## config.mk

```make
export PLATFORM = sky130hd
export DESIGN_NAME = bin_to_bcd_8digit_flat
export DESIGN_NICKNAME = d
export VERILOG_FILES = /design/src/rtl/bin_to_bcd_8digit_pkg.sv /design/src/rtl/bin_to_bcd_8digit_if.sv /design/src/rtl/bin_to_bcd_8digit_add3.sv /design/src/rtl/bin_to_bcd_8digit.sv /design/src/flat_wrapper.sv
export SDC_FILE = /design/constraint.sdc
export NUM_CORES = 1
export LEC_CHECK = 0
export ABC_AREA = 1
export CORE_ASPECT_RATIO = 0.9
export CORE_UTILIZATION = 30
export DETAILED_ROUTE_END_ITERATION = 16
export GPL_ROUTABILITY_DRIVEN = 0
export SLEW_MARGIN = 20
export SYNTH_ARGS = -nofsm -noshare
export SYNTH_HDL_FRONTEND = slang
export SYNTH_HIERARCHICAL = 1
export SYNTH_SLANG_ARGS = --single-unit
export TNS_END_PERCENT = 50
```

## constraint.sdc

```tcl
create_clock -name clk -period 1.9 [get_ports clk]
set_input_delay 0.38 -clock clk [delete_from_list [all_inputs] [get_ports clk]]
set_output_delay 0.38 -clock clk [all_outputs]
set_load 0.05 [all_outputs]
```

## src/rtl/bin_to_bcd_8digit_pkg.sv

```systemverilog
// Shared definitions for the 8-digit binary-to-BCD converter:
// default sizes, FSM state encoding, blank digit code and decimal limit.
package bin_to_bcd_8digit_pkg;

    localparam int BIN_W_DEF  = 27;
    localparam int DIGITS_DEF = 8;

    typedef enum logic [1:0] {
        ST_IDLE  = 2'd0,
        ST_SHIFT = 2'd1,
        ST_DONE  = 2'd2
    } state_e;

    // Code the 7-seg decoder renders as an unlit digit
    localparam logic [3:0] BCD_BLANK = 4'hF;

    // Largest value representable with the given number of decimal digits
    function automatic logic [63:0] max_dec(input int digits);
        logic [63:0] r;
        r = 64'd1;
        for (int i = 0; i < digits; i++) r = r * 64'd10;
        return r - 64'd1;
    endfunction

    localparam logic [63:0] MAX_DEC = max_dec(DIGITS_DEF);

endpackage

```

## src/rtl/bin_to_bcd_8digit_if.sv

```systemverilog
// Start/busy/done handshake and data bus of the binary-to-BCD converter.
// master drives requests, slave is the converter.
interface bin_to_bcd_8digit_if #(
    parameter int BIN_W  = 27,
    parameter int DIGITS = 8
);
    logic                  start;
    logic [BIN_W-1:0]      bin_in;
    logic                  busy;
    logic                  done;
    logic [4*DIGITS-1:0]   bcd_out;
    logic                  overflow;

    modport master (output start, bin_in, input busy, done, bcd_out, overflow);
    modport slave  (input start, bin_in, output busy, done, bcd_out, overflow);
endinterface

```

## src/rtl/bin_to_bcd_8digit_add3.sv

```systemverilog
// Double-dabble digit correction: a BCD digit of 5 or more gets +3 so the
// following left shift carries correctly into the next decimal digit.
module bcd_add3 (
    input  logic [3:0] in_i,
    output logic [3:0] out_o
);
    // Pure combinational correction
    always_comb begin
        out_o = (in_i >= 4'd5) ? in_i + 4'd3 : in_i;
    end
endmodule

```

## src/rtl/bin_to_bcd_8digit.sv

```systemverilog
// Sequential double-dabble converter: binary input -> DIGITS packed BCD digits.
// One bit is shifted in per cycle; the result register only changes at the
// end of a conversion, so the display never sees partial values.
// Optional macro LEADING_ZERO_BLANK_EN: leading zero digits above digit0 are
// output as the blank code instead of 4'h0.
module bin_to_bcd_8digit
    import bin_to_bcd_8digit_pkg::*;
#(
    parameter int BIN_W  = BIN_W_DEF,
    parameter int DIGITS = DIGITS_DEF
) (
    input  logic                   clk,
    input  logic                   reset,
    bin_to_bcd_8digit_if.slave     bus
);
    localparam int          CNT_W   = $clog2(BIN_W);
    localparam int          SR_W    = 4*DIGITS + BIN_W;
    localparam logic [63:0] MAX_VAL = max_dec(DIGITS);

    state_e                state_q;
    logic [BIN_W-1:0]      shift_q;
    logic [4*DIGITS-1:0]   scratch_q;
    logic [CNT_W-1:0]      cnt_q;
    logic                  ovf_flag_q;
    logic                  busy_q;
    logic                  done_q;
    logic [4*DIGITS-1:0]   bcd_q;
    logic                  ovf_q;

    logic [4*DIGITS-1:0]   adj;
    logic [SR_W-1:0]       joint_d;
    logic [4*DIGITS-1:0]   scratch_d;
    logic [BIN_W-1:0]      shift_d;
    logic [4*DIGITS-1:0]   result_d;
    logic                  ovf_d;

    for (genvar g = 0; g < DIGITS; g++) begin : g_add3
        bcd_add3 u_add3 (
            .in_i  (scratch_q[4*g +: 4]),
            .out_o (adj[4*g +: 4])
        );
    end

    // One double-dabble step: corrected digits and remaining binary shift left together
    always_comb begin
        joint_d   = {adj, shift_q} << 1;
        scratch_d = joint_d[SR_W-1 -: 4*DIGITS];
        shift_d   = joint_d[BIN_W-1:0];
    end

    // Capture-time range check; wider than any input so no bits are lost
    always_comb begin
        ovf_d = ({{(64-BIN_W){1'b0}}, bus.bin_in} > MAX_VAL);
    end

`ifdef LEADING_ZERO_BLANK_EN
    logic lead;
`endif

    // Final presented value: saturated on overflow, optionally blanked
    always_comb begin
        result_d = scratch_q;
`ifdef LEADING_ZERO_BLANK_EN
        lead = 1'b1;
        for (int i = DIGITS-1; i > 0; i--) begin
            if (lead && scratch_q[4*i +: 4] == 4'h0) result_d[4*i +: 4] = BCD_BLANK;
            else                                     lead = 1'b0;
        end
`endif
        if (ovf_flag_q) result_d = {DIGITS{4'h9}};
    end

    // Control FSM with registered handshake outputs
    always_ff @(posedge clk) begin
        if (reset) begin
            state_q    <= ST_IDLE;
            shift_q    <= '0;
            scratch_q  <= '0;
            cnt_q      <= '0;
            ovf_flag_q <= 1'b0;
            busy_q     <= 1'b0;
            done_q     <= 1'b0;
            bcd_q      <= '0;
            ovf_q      <= 1'b0;
        end else begin
            done_q <= 1'b0;
            case (state_q)
                ST_IDLE: begin
                    if (bus.start) begin
                        shift_q    <= bus.bin_in;
                        scratch_q  <= '0;
                        cnt_q      <= CNT_W'(BIN_W-1);
                        ovf_flag_q <= ovf_d;
                        busy_q     <= 1'b1;
                        state_q    <= ST_SHIFT;
                    end
                end
                ST_SHIFT: begin
                    scratch_q <= scratch_d;
                    shift_q   <= shift_d;
                    if (cnt_q == '0) state_q <= ST_DONE;
                    else             cnt_q   <= cnt_q - 1'b1;
                end
                ST_DONE: begin
                    bcd_q   <= result_d;
                    ovf_q   <= ovf_flag_q;
                    done_q  <= 1'b1;
                    busy_q  <= 1'b0;
                    state_q <= ST_IDLE;
                end
                default: state_q <= ST_IDLE;
            endcase
        end
    end

    assign bus.busy     = busy_q;
    assign bus.done     = done_q;
    assign bus.bcd_out  = bcd_q;
    assign bus.overflow = ovf_q;

endmodule

```

## src/flat_wrapper.sv

```systemverilog
// flat-port wrapper written by rule: the top's interface ports become plain ports
module bin_to_bcd_8digit_flat import bin_to_bcd_8digit_pkg::*;
#(
    parameter int BIN_W  = BIN_W_DEF,
    parameter int DIGITS = DIGITS_DEF
)
  (clk, reset, bus_start, bus_bin_in, bus_busy, bus_done, bus_bcd_out, bus_overflow);
  bin_to_bcd_8digit_if #(.BIN_W(BIN_W), .DIGITS(DIGITS)) bus_i ();
  input  logic clk;
  input  logic reset;
  input wire logic [$bits(bus_i.start)-1:0] bus_start;
  input wire logic [$bits(bus_i.bin_in)-1:0] bus_bin_in;
  output wire logic [$bits(bus_i.busy)-1:0] bus_busy;
  output wire logic [$bits(bus_i.done)-1:0] bus_done;
  output wire logic [$bits(bus_i.bcd_out)-1:0] bus_bcd_out;
  output wire logic [$bits(bus_i.overflow)-1:0] bus_overflow;
  assign bus_i.start = bus_start;
  assign bus_i.bin_in = bus_bin_in;
  assign bus_busy = bus_i.busy;
  assign bus_done = bus_i.done;
  assign bus_bcd_out = bus_i.bcd_out;
  assign bus_overflow = bus_i.overflow;
  bin_to_bcd_8digit #(.BIN_W(BIN_W), .DIGITS(DIGITS)) u_core (.clk(clk), .reset(reset), .bus(bus_i));
endmodule
```

**After elaboration in Yosys (flattened, before gate mapping)**

Cells that the tools add are included.

- Flip-flop bits (word level): 102
- Input port bits: 30
- Output and inout bits: 35
- Logic and storage cells: 63

- $add $sub $neg: 9
- Magnitude comparators: 9
- Equal/unequal tests: 5
- Muxes and demuxes: 22
- Reductions and logical operators: 9

Operator list:

| cell | number |
|---|---|
| 32-bit two-way mux | 2 |
| 32-bit one-hot mux with 2 select lines | 1 |
| 27-bit one-hot mux with 2 select lines | 1 |
| 4-bit by 3-bit >= comparator with 1-bit output (second input constant) | 8 |
| 4-bit by 2-bit adder with 4-bit output (second input constant) | 7 |
| 4-bit two-way mux | 7 |
| 27-bit greater-than comparator (second input constant) | 1 |
| 27-bit two-way mux | 1 |
| 5-bit two-way mux | 2 |
| 5-bit one-hot mux with 2 select lines | 1 |
| 2-bit AND reduction | 4 |
| 5-bit zero test | 1 |
| 5-bit by 1-bit subtractor with 5-bit output (second input constant) | 1 |
| 2-bit two-way mux | 2 |
| 2-bit != test (second input constant) | 2 |
| 2-bit one-hot mux with 2 select lines | 1 |
| 2-bit nonzero test | 2 |
| 3-bit by 2-bit adder with 3-bit output (second input constant) | 1 |
| 3-bit two-way mux | 1 |
| 3-bit AND reduction | 1 |
| 2-bit by 1-bit == test with 1-bit output (second input constant) | 1 |
| 2-bit == test (second input constant) | 1 |
| 2-bit zero test | 1 |
| 1-bit two-way mux | 2 |
| other kinds (2) | 2 |

**Longest topological paths before layout**

Gate-level depths: netlist of the first run.

- Word-level depth: 3
- Gate-level depth with buffers: 9
- Mapped depth without buffers: 9

**By module**

Netlist of the first run, hierarchy kept.

By module, submodules not included:

| module | instances | cells each | area an instance (sq um) | sequential area each (sq um) |
|---|---|---|---|---|
| bin_to_bcd_8digit | 1 | 514 | 4067.7 | 2042.0 |
| bcd_add3 | 8 | 23 | 135.1 | 0.0 |

**Worst setup path before layout of the first run**

Ideal clock, no wire load.

- Path type: register -> register
- Start: register u_core.scratch_q[20]
- End: register u_core.scratch_q[22]
- Setup time: 128 ps
- Arrival time: 1189 ps
- Required time: 1772 ps
- Path slack: 583 ps
- Stages on the path, launching flop included: 9
- Path buffers: 0
- Clock period less this slack: 1317 ps
- Cells stage by stage: dfxtp_1 inv_1 ha_1 nor2_4 nor2_4 nand2_1 o21ai_2 a22oi_1 nor2_1

- Longest elaborated chain between the ends: 3
- Elaborated cells on any way between the ends: 4
- Those cells by class: 1 x add/sub; 1 x order compare; 2 x mux

RTL lines:

| element | line | text |
|---|---|---|
| start, declared | bin_to_bcd_8digit.sv:22 | `logic [4*DIGITS-1:0] scratch_q;` |
| start signal, assigned | bin_to_bcd_8digit.sv:99 | `scratch_q <= scratch_d;` |
| 4-bit by 2-bit adder with 4-bit output / 4-bit by 3-bit >= comparator with 1-bit output (equally long branches) | bin_to_bcd_8digit_add3.sv:9 | `out_o = (in_i >= 4'd5) ? in_i + 4'd3 : in_i;` |
| 4-bit two-way mux (*) | bin_to_bcd_8digit_add3.sv:9 |  |
| net u_core.adj[21] | bin_to_bcd_8digit.sv:30 | `logic [4*DIGITS-1:0] adj;` |
| 32-bit one-hot mux with 2 select lines (*) | bin_to_bcd_8digit.sv:87 | `case (state_q)` |

The timed path passes the listed nets; every way through them passes the cells marked *.
A chain may end at the register's enable or synchronous reset.

**Worst setup path after layout of the first run**

- Start: register u_core.bcd_q[23], in the netlist u_core/bus.bcd_out[23]
- End: output port bus_bcd_out[23]

RTL lines:

| element | line | text |
|---|---|---|
| start, declared | bin_to_bcd_8digit.sv:27 | `logic [4*DIGITS-1:0] bcd_q;` |
| start signal, assigned | bin_to_bcd_8digit.sv:105 | `bcd_q <= result_d;` |
| end, declared | flat_wrapper.sv:15 | `output wire logic [$bits(bus_i.bcd_out)-1:0] bus_bcd_out;` |

No word-level cell between the ends.

==> run_results.csv, run 1 <==
group,metric,value,unit
status,status,"complete, no violations",
detailed_routing,antenna_left,0,
detailed_routing,vias,4508,
cts,cts_tree,"built",
critical_path,required,1.52,ns
cts,cts_inserted_buffers,9,
placement,place_hpwl,7830,um
cts,clkLatencyLatePin,0.35,ns
worst_hold_path,min_from,"u_core/cnt_q[0]$_SDFFE_PP0P_",
critical_path,path_cells,"clkdlybuf4s50_1",
layout,diodes,0,
floorplanning,ios,65,
grt,antenna_found_initial,0,
sta,fin_crit_sh,0.977,
cts,cts_buffer_depth,2,
critical_path,rr_startpoint,"u_core/state_q[0]$_SDFFE_PP0P_",
sta,holdWs,0.452,ns
grt,grtUsageMet3,0.0346,
critical_path,path_buf_inv,1,
cts,htree_levels,3,
grt,grt_use_met1,0.179,
sta,finalHoldViolCount,0,
grt,grtUsageTotal,0.139,
logic_synthesis,syn_area,5120,sq um
detailed_routing,drt-total-wl,11700,um
detailed_routing,viasPerCell,4.73,
power,vdd_drop_max,445,uV
critical_path,r2r_end,"u_core/scratch_q[26]$_SDFFE_PP0P_",
power,leakagePower,0.00273,uW
sta,finalSetupTns,0,ns
cts,clkTransAtPathRegs,0.07,ns
grt,grt-ovfl-total,0,
grt,grt_busiest_layer,"met2",
layout,area_growth,22.7,%
grt,grt_pass1_wl,19900,um
cts,cts_resized,9,
critical_path,worstSetupPathType,"register to primary output",
placement,pre_cts_slack,0.223,ns
critical_path,path_delay_family,"buffers and inverters",
layout,utilization,0.383,
floorplanning,die_y,126,um
floorplanning,chipWidth,140,um
cts,cts_num_sinks,102,
cts,post_cts.repair.setup_buffers,0,
sta,setup_viol,0,
detailed_routing,drt_pass1_iterations,4,
floorplanning,coreArea,16400,sq um
detailed_routing,route.detailed.drc,0,
worst_hold_path,hold-path-cell-count,1,
sta,slew_headroom,0.588,
critical_path,reg2reg_depth,7,
critical_path,r2r_setup_slack,0.35,ns
sta,finClkSkew,0.00915,ns
critical_path,crit_arrival,1.48,ns
logic_synthesis,synthesis.nets,740,
cts,root_buffer,"clkbuf_16",
logic_synthesis,synth_warnings,6,
run,drv_cap,0,
sta,worst_slack,0.0434,ns
power,p_total,5150,uW
sta,fmax,539,MHz
detailed_routing,drt_first_iter_violations,300,
layout,nets,789,
layout,drive_above_1_share,0.118,
logic_synthesis,synth.avg_cell_area,7.39,sq um
floorplanning,die-area,17600,sq um
critical_path,cp-end-kind,"primary output",
grt,grt_max_degree,72,
logic_synthesis,synthCells,693,
sta,fin_crit,1.86,ns
floorplanning,num_rows,44,
critical_path,slowest_stage,"clkdlybuf4s50_1",
worst_hold_path,holdPathEnd,"u_core/cnt_q[0]$_SDFFE_PP0P_",
grt,use_met2,0.231,
sta,drv_slew,0,
critical_path,cp-start-kind,"register",
detailed_routing,post_drt_wl_per_cell,12.2,um
worst_hold_path,holdCritPathClass,"register to register",
power,power_density,819,nW/um^2
critical_path,slowest_delay,0.81,ns
grt,first_global_vias,4190,
sta,worstMarginPinSlew,0.614,ns
critical_path,cp_max_fo,2,
floorplanning,initial_utilization,0.312,
cts,hold_buffers,0,
placement,place.port_buffers,64,
sta,rsz0062_at_grt,"false",
-- layout by cell type (no fill, tap or decap), drive strengths merged --
master,n
clkdlybuf4s50,31
a21oi,58
nand4,2
inv,60
buf,16
o21ai,78
nand3,31
clkinvlp,1
nor2,94
nand2,161
clkbuf,9
dlymetal6s2s,19
ha,17
clkinv,3
a211oi,2
bufinv,3
dfxtp,102
nor3,3
a22oi,32
a31oi,16
dlygate4sd2,9
-- where the power goes --
part | switching (uW) | internal (uW) | leakage (uW) | total, uW
clock network | 845 | 1310 | 0.000169 | 2150
registers | 60.9 | 2260 | 0.000830 | 2320
logic | 447 | 236 | 0.00173 | 683
-- routing by layer --
layer | vias up | wire [um]
met5 | - | 0
li1 | 2399 | -
met1 | 2040 | 5860
met4 | 0 | 67
met3 | 6 | 383
met2 | 63 | 5340
-- worst max-delay path by stage --
| stage | start | end | cells after the start |
|---|---|---|---|
| 4_1_cts | u_core/bus.bcd_out[9]$_SDFFE_PP0P_ | bus_bcd_out[9] | 1 |
| 3_3_place_gp | bus_start | u_core/scratch_q[15]$_SDFFE_PP0P_ | 6 |
| 5_1_grt | u_core/bus.bcd_out[23]$_SDFFE_PP0P_ | bus_bcd_out[23] | 1 |
| 3_5_place_dp | bus_start | u_core/shift_q[22]$_SDFFE_PP0P_ | 6 |
| 6_report | u_core/bus.bcd_out[23]$_SDFFE_PP0P_ | bus_bcd_out[23] | 1 |
| 2_1_floorplan | u_core/scratch_q[20]$_SDFFE_PP0P_ | u_core/scratch_q[22]$_SDFFE_PP0P_ | 8 |
-- area by class of cell --
type	count	area, sq um
multi-input cells	494	2630
inverters	60	230
fillers	1742	10100
clock inverters	7	131
clock buffers	9	225
well taps	207	259
flip-flops and latches	102	2040
repair buffers	75	769
-- metrics by stage --
step,cell area (sq um),std cells
after CTS,6240,954
final,6290,954
after floorplan,5120,693
after detailed placement,5890,938
after global routing,6290,954
after global placement,5890,938
-- sequential cells by signal, summed over array words and instances, names as in the netlist --
name / count
u_core/shift_q: 27
u_core/bus.bcd_out: 32
u_core/scratch_q: 32
u_core/state_q: 2
u_core/ovf_flag_q: 1
u_core/bus.done: 1
u_core/bus.busy: 1
u_core/bus.overflow: 1
u_core/cnt_q: 5
Note: power is estimated with default switching activity, not from simulation.
==> run 2: changes to the inputs <==
GPL_ROUTABILITY_DRIVEN = not set   (was 0)
==> results of run 2 <==
Final layout, timing and power as in run 1 (identical DEF).
